[src/rtl/vga_timing_if.sv]
// Raster-scan outputs of vga_timing_gen: pixel counters, tick/frame strobes and
// the delayed sync/blank pins. The master drives, draw stages and the DAC read.
interface vga_timing_if;
  logic [10:0] pixelX;
  logic [10:0] pixelY;
  logic        pixelTick;
  logic        startOfFrame;
  logic        hsync;
  logic        vsync;
  logic        blankN;

  modport master (output pixelX, pixelY, pixelTick, startOfFrame, hsync, vsync, blankN);
  modport slave  (input  pixelX, pixelY, pixelTick, startOfFrame, hsync, vsync, blankN);
endinterface

[src/rtl/vga_timing_gen.sv]
// VGA raster timing: pixel counters, sync/blank decode and a SYNC_DELAY-deep
// alignment delay line. Define VGA_CLK_DIV2_EN to advance pixels every 2nd clk.
module vga_timing_gen #(
  parameter int H_ACTIVE   = 640,
  parameter int H_FP       = 16,
  parameter int H_SYNC     = 96,
  parameter int H_BP       = 48,
  parameter int V_ACTIVE   = 480,
  parameter int V_FP       = 10,
  parameter int V_SYNC     = 2,
  parameter int V_BP       = 33,
  parameter int SYNC_POL   = 0,
  parameter int SYNC_DELAY = 1
) (
  input  logic         clk,
  input  logic         reset,
  vga_timing_if.master vga
);
  localparam int          H_TOTAL  = H_ACTIVE + H_FP + H_SYNC + H_BP;
  localparam int          V_TOTAL  = V_ACTIVE + V_FP + V_SYNC + V_BP;
  localparam logic [10:0] X_LAST   = 11'(H_TOTAL - 1);
  localparam logic [10:0] Y_LAST   = 11'(V_TOTAL - 1);
  localparam logic [10:0] X_ACT    = 11'(H_ACTIVE);
  localparam logic [10:0] Y_ACT    = 11'(V_ACTIVE);
  localparam logic [10:0] HS_START = 11'(H_ACTIVE + H_FP);
  localparam logic [10:0] HS_END   = 11'(H_ACTIVE + H_FP + H_SYNC);
  localparam logic [10:0] VS_START = 11'(V_ACTIVE + V_FP);
  localparam logic [10:0] VS_END   = 11'(V_ACTIVE + V_FP + V_SYNC);
  localparam logic        POL      = (SYNC_POL != 0);
  // Packed as {hsync, vsync, blankN}; idle value used for reset and empty stages.
  localparam logic [2:0]  INACT    = {~POL, ~POL, 1'b0};

  logic        r_tick;
  logic        r_sof;
  logic [10:0] r_x;
  logic [10:0] r_y;
  logic        w_x_last;
  logic        w_y_last;
  logic        w_hs_act;
  logic        w_vs_act;
  logic        w_blank_n;
  logic [2:0]  w_dec;
  logic [2:0]  w_out;

`ifdef VGA_CLK_DIV2_EN
  always_ff @(posedge clk or posedge reset)
    if (reset) r_tick <= 1'b0;
    else       r_tick <= ~r_tick;
`else
  always_ff @(posedge clk or posedge reset)
    if (reset) r_tick <= 1'b0;
    else       r_tick <= 1'b1;
`endif

  assign w_x_last = (r_x == X_LAST);
  assign w_y_last = (r_y == Y_LAST);

  // startOfFrame is set by the same edge that wraps the counters to (0,0).
  always_ff @(posedge clk or posedge reset) begin
    if (reset) begin
      r_x   <= '0;
      r_y   <= '0;
      r_sof <= 1'b0;
    end else begin
      r_sof <= r_tick && w_x_last && w_y_last;
      if (r_tick) begin
        if (w_x_last) begin
          r_x <= '0;
          r_y <= w_y_last ? 11'd0 : r_y + 11'd1;
        end else begin
          r_x <= r_x + 11'd1;
        end
      end
    end
  end

  assign w_hs_act  = (r_x >= HS_START) && (r_x < HS_END);
  assign w_vs_act  = (r_y >= VS_START) && (r_y < VS_END);
  assign w_blank_n = (r_x < X_ACT) && (r_y < Y_ACT);
  // Forced idle while reset is held so a zero-depth line still shows reset values.
  assign w_dec = reset ? INACT
               : {(w_hs_act ? POL : ~POL), (w_vs_act ? POL : ~POL), w_blank_n};

  generate
    if (SYNC_DELAY == 0) begin : g_nodly
      assign w_out = w_dec;
    end else begin : g_dly
      logic [SYNC_DELAY-1:0][2:0] r_dly;
      always_ff @(posedge clk or posedge reset) begin
        if (reset) begin
          r_dly <= {SYNC_DELAY{INACT}};
        end else begin
          r_dly[0] <= w_dec;
          for (int i = 1; i < SYNC_DELAY; i++) r_dly[i] <= r_dly[i-1];
        end
      end
      assign w_out = r_dly[SYNC_DELAY-1];
    end
  endgenerate

  assign vga.pixelX       = r_x;
  assign vga.pixelY       = r_y;
  assign vga.pixelTick    = r_tick;
  assign vga.startOfFrame = r_sof;
  assign vga.hsync        = w_out[2];
  assign vga.vsync        = w_out[1];
  assign vga.blankN       = w_out[0];
endmodule

[src/flat_wrapper.sv]
// flat-port wrapper written by rule: the top's interface ports become plain ports
module vga_timing_gen_flat 
#(
  parameter int H_ACTIVE   = 640,
  parameter int H_FP       = 16,
  parameter int H_SYNC     = 96,
  parameter int H_BP       = 48,
  parameter int V_ACTIVE   = 480,
  parameter int V_FP       = 10,
  parameter int V_SYNC     = 2,
  parameter int V_BP       = 33,
  parameter int SYNC_POL   = 0,
  parameter int SYNC_DELAY = 1
)
  (clk, reset, vga_pixelX, vga_pixelY, vga_pixelTick, vga_startOfFrame, vga_hsync, vga_vsync, vga_blankN);
  vga_timing_if vga_i ();
  input  logic clk;
  input  logic reset;
  output wire logic [$bits(vga_i.pixelX)-1:0] vga_pixelX;
  output wire logic [$bits(vga_i.pixelY)-1:0] vga_pixelY;
  output wire logic [$bits(vga_i.pixelTick)-1:0] vga_pixelTick;
  output wire logic [$bits(vga_i.startOfFrame)-1:0] vga_startOfFrame;
  output wire logic [$bits(vga_i.hsync)-1:0] vga_hsync;
  output wire logic [$bits(vga_i.vsync)-1:0] vga_vsync;
  output wire logic [$bits(vga_i.blankN)-1:0] vga_blankN;
  assign vga_pixelX = vga_i.pixelX;
  assign vga_pixelY = vga_i.pixelY;
  assign vga_pixelTick = vga_i.pixelTick;
  assign vga_startOfFrame = vga_i.startOfFrame;
  assign vga_hsync = vga_i.hsync;
  assign vga_vsync = vga_i.vsync;
  assign vga_blankN = vga_i.blankN;
  vga_timing_gen #(.H_ACTIVE(H_ACTIVE), .H_FP(H_FP), .H_SYNC(H_SYNC), .H_BP(H_BP), .V_ACTIVE(V_ACTIVE), .V_FP(V_FP), .V_SYNC(V_SYNC), .V_BP(V_BP), .SYNC_POL(SYNC_POL), .SYNC_DELAY(SYNC_DELAY)) u_core (.clk(clk), .reset(reset), .vga(vga_i));
endmodule
[config.mk]
export PLATFORM = sky130hd
export DESIGN_NAME = vga_timing_gen_flat
export DESIGN_NICKNAME = d
export VERILOG_FILES = /design/src/rtl/vga_timing_if.sv /design/src/rtl/vga_timing_gen.sv /design/src/flat_wrapper.sv
export SDC_FILE = /design/constraint.sdc
export NUM_CORES = 1
export LEC_CHECK = 0
export ABC_CLOCK_PERIOD_IN_PS = 1960
export CAP_MARGIN = 20
export CORE_ASPECT_RATIO = 0.8
export CORE_MARGIN = 4
export CORE_UTILIZATION = 50
export DETAILED_ROUTE_END_ITERATION = 12
export GPL_TIMING_DRIVEN = 0
export PLACE_DENSITY = 0.78
export SETUP_SLACK_MARGIN = 0.5
export SLEW_MARGIN = 10
export SYNTH_ARGS = -nofsm -noshare
export SYNTH_HDL_FRONTEND = slang
export SYNTH_SLANG_ARGS = --single-unit
[constraint.sdc]
create_clock -name clk -period 1.96 [get_ports clk]
set_input_delay 0.392 -clock clk [delete_from_list [all_inputs] [get_ports clk]]
set_output_delay 0.392 -clock clk [all_outputs]
set_load 0.03 [all_outputs]
==> out/qor.yml <==
cells_and_area:
  instances_no_fill: 243
  layout-drive-gt1-share: 0.517
  nNetsFinal: 211
  antennaDiodeCount: 0
  syn2layout_area_growth_pct: 50.2
  final_core_util: 0.782
logic_synthesis:
  synth_warnings: 0
  ys_types: 36
  synth_fp_nets: 145
  synthCells: 140
  syn_avg_cell_area_um2: 10.2
  yosysSeqAreaShare: 0.475
  ys_seq_elements: 27
  synth_area_um2: 1430
drt:
  routed_wl_um: 4220
  dr_total_vias: 1426
  wl_per_cell_um: 17.4
  drt-initial-drc-count: 136
  dr.pass1.iters: 4
  drtAntennaViolNets: 0
  drc: 0
  viasPerCell: 5.87
sta:
  period_needed_ns: 1.56
  slew_headroom: 0.605
  timing.setup.tns_ns: 0
  clock_skew_ns: 0.0187
  grt_setup_unrepaired: "true"
  final-hold-violation-count: 0
  finalSetupViolCount: 0
  slew_violations: 0
  fin_crit_sh: 0.796
  worst_slack_ns: 0.400
  tightest_slew_ns: 0.591
  max_freq_ghz: 0.641
  fin_hold_ws_ns: 0.545
power:
  powerDensity_nw_per_um2: 645
  p_leak_uw: 0.000954
  vdd_ir_drop_max_mv: 0.762
global_routing:
  track_usage: 0.223
  gr-total-overflow: 0
  grt_max_degree: 28
  grt_pass1_vias: 1353
  antenna_found_initial: 0
  grt_pass1_wl_um: 6460
critical_path:
  startpoint_type: "register"
  crit_path_max_fanout: 5
  worst-setup-path-type: "register to register"
  cp.arrival_ns: 1.83
  required_ns: 2.23
  end_kind: "register"
placement:
  hpwl_um: 2250
  dp_slack_ns: 0.0925
  dpl.cell_count: 206
  place_congestion: 0.877
  io_buffers: 28
cts:
  cts-root-buf: "clkbuf_4"
  clockBufferDepth: 2
  cts.sink_count: 27
  tritoncts: "done"
  insertion_delay_ns: 0.34
  numCtsBuffers: 3
  h-tree-depth: 1
  cts.clk_slew.worst_paths_ns: 0.16
floorplanning:
  start_util: 0.520
  die_area_um2: 3780
  io_pins: 29
  die_width_um: 67.7
  fp-row-count: 17
  core_area_um2: 2740
  die-height_um: 55.8
hold_path:
  min_path_type: "register to register"
run_status:
  status: "completed"
flow_run:
  drv_cap: 0
[cells in the final DEF (no fill, tap or decap), drive strengths merged, types with 3 or more instances in the layout]
master	Yosys	final
buf	5	62
nand3	10	11
nand4	10	10
a21oi	7	7
inv	6	5
xor2	5	5
xnor2	3	3
dfrtp	25	25
and4	5	5
o21ai	7	7
nand2	8	8
ha	3	3
nor2	8	8
and4bb	3	3
mux2i	7	7
clkbuf	1	4
and3	5	5
nand3b	3	3
[registers in the layout, indices dropped and copies added (netlist names)]
name and flops:
u_core.g_dly.r_dly 3, u_core.vga.pixelTick 1, u_core.vga.pixelY 11, u_core.vga.startOfFrame 1
u_core.vga.pixelX 11
[power breakdown]
| part | total [µW] | switching, µW | internal, µW |
|---|---|---|---|
| Sequential | 662 | 51.4 | 611 |
| Combinational | 466 | 250 | 216 |
| Clock | 256 | 177 | 78.2 |
| Total | 1380 | 479 | 905 |
[final cells by class]
| cell class | instances | area [µm²] |
|---|---|---|
| Sequential cell | 27 | 699 |
| Tap cell | 38 | 47.5 |
| Clock buffer | 3 | 22.5 |
| Fill cell | 162 | 599 |
| Inverter | 6 | 26.3 |
| Clock inverter | 1 | 7.51 |
| Buffer | 6 | 63.8 |
| Multi-Input combinational cell | 102 | 797 |
| Timing Repair Buffer | 60 | 480 |
[worst paths after layout]
path	start	to	slack [ns]	depth (start not counted)
max	u_core.vga.pixelX[6]	u_core.vga.pixelY[7]	0.40	6
min	u_core.vga.pixelX[7]	u_core.g_dly.r_dly[2]	0.55	1
max reg2reg	u_core.vga.pixelX[6]	u_core.vga.pixelY[7]	0.40	6
min reg2reg	u_core.vga.pixelX[7]	u_core.g_dly.r_dly[2]	0.55	1
max in group asynchronous	reset	u_core.vga.pixelY[2]	0.96	2
min in group asynchronous	reset	u_core.vga.pixelY[5]	0.61	2
[cells in the mapped netlist]
| cell type | number | area, µm² |
|---|---|---|
| nand2_1 | 8 | 30.0 |
| o21ai_0 | 7 | 35.0 |
| nand3_2 | 1 | 10.0 |
| or3_1 | 1 | 6.26 |
| ha_1 | 3 | 37.5 |
| a21oi_1 | 7 | 35.0 |
| nand4_1 | 10 | 62.6 |
| buf_2 | 2 | 10.0 |
| nor4_2 | 1 | 12.5 |
| dfstp_2 | 2 | 52.6 |
| nand3b_1 | 3 | 22.5 |
| buf_6 | 2 | 22.5 |
| a31oi_1 | 1 | 6.26 |
| and4bb_1 | 2 | 25.0 |
| mux2i_1 | 7 | 70.1 |
| xnor2_1 | 3 | 26.3 |
| a22o_1 | 1 | 8.76 |
| and2_1 | 2 | 12.5 |
| conb_1 | 1 | 3.75 |
| and4bb_2 | 1 | 12.5 |
| nor4bb_1 | 1 | 10.0 |
| buf_4 | 1 | 7.51 |
| inv_1 | 6 | 22.5 |
| xor2_1 | 5 | 43.8 |
| nor4b_1 | 1 | 8.76 |
| nand3_1 | 9 | 45.0 |
| nor2b_1 | 2 | 12.5 |
| and3_1 | 5 | 31.3 |
| o22ai_1 | 2 | 12.5 |
| nor4_1 | 1 | 6.26 |
| clkbuf_1 | 1 | 3.75 |
| and4_1 | 5 | 43.8 |
| dfrtp_1 | 25 | 626 |
| and4b_1 | 1 | 10.0 |
| nor2_1 | 8 | 30.0 |
| nand2b_1 | 2 | 12.5 |
[through the flow]
stage / area [µm²] / total power (µW)
floorplan: 1490 / 921
global route: 2140 / 1460
global placement: 1820 / 1050
CTS: 2020 / 1330
detailed placement: 1820 / 1060
finish: 2140 / 1380
[repair_timing]
action / in CTS / in global routing
setup buffers: 21 / 9
hold buffers: 0 / 0
gates cloned: 3 / 0
resized for setup: 140 / 47
pin swaps: 14 / 6
endpoints found under the setup margin: 50 / 32
[logic make-up after synthesis]
group	after synthesis	synth area share
mux	7	0.0491
simple gates	64	0.283
other cells	1	0.00263
buf+inv	12	0.0464
xor+xnor	8	0.0491
flops	27	0.475
compound gates	18	0.0684
fa+ha+maj	3	0.0263
[per-layer routing]
metal	part of all wire	global-route usage	vias up
li1	-	-	643
met3	0.058	0.0586	10
met2	0.49	0.348	70
met5	0	0	-
met1	0.43	0.296	703
met4	0.021	0.0723	0
[worst max-delay path, cell delays in order, from the launching register on]
cell	delay, ns
dfrtp_2	0.46
and4bb_1	0.31
and4_1	0.22
buf_6	0.15
buf_6	0.11
nand4_1	0.10
o22ai_1	0.15
No activity file was read; power rests on OpenSTA's default activity.
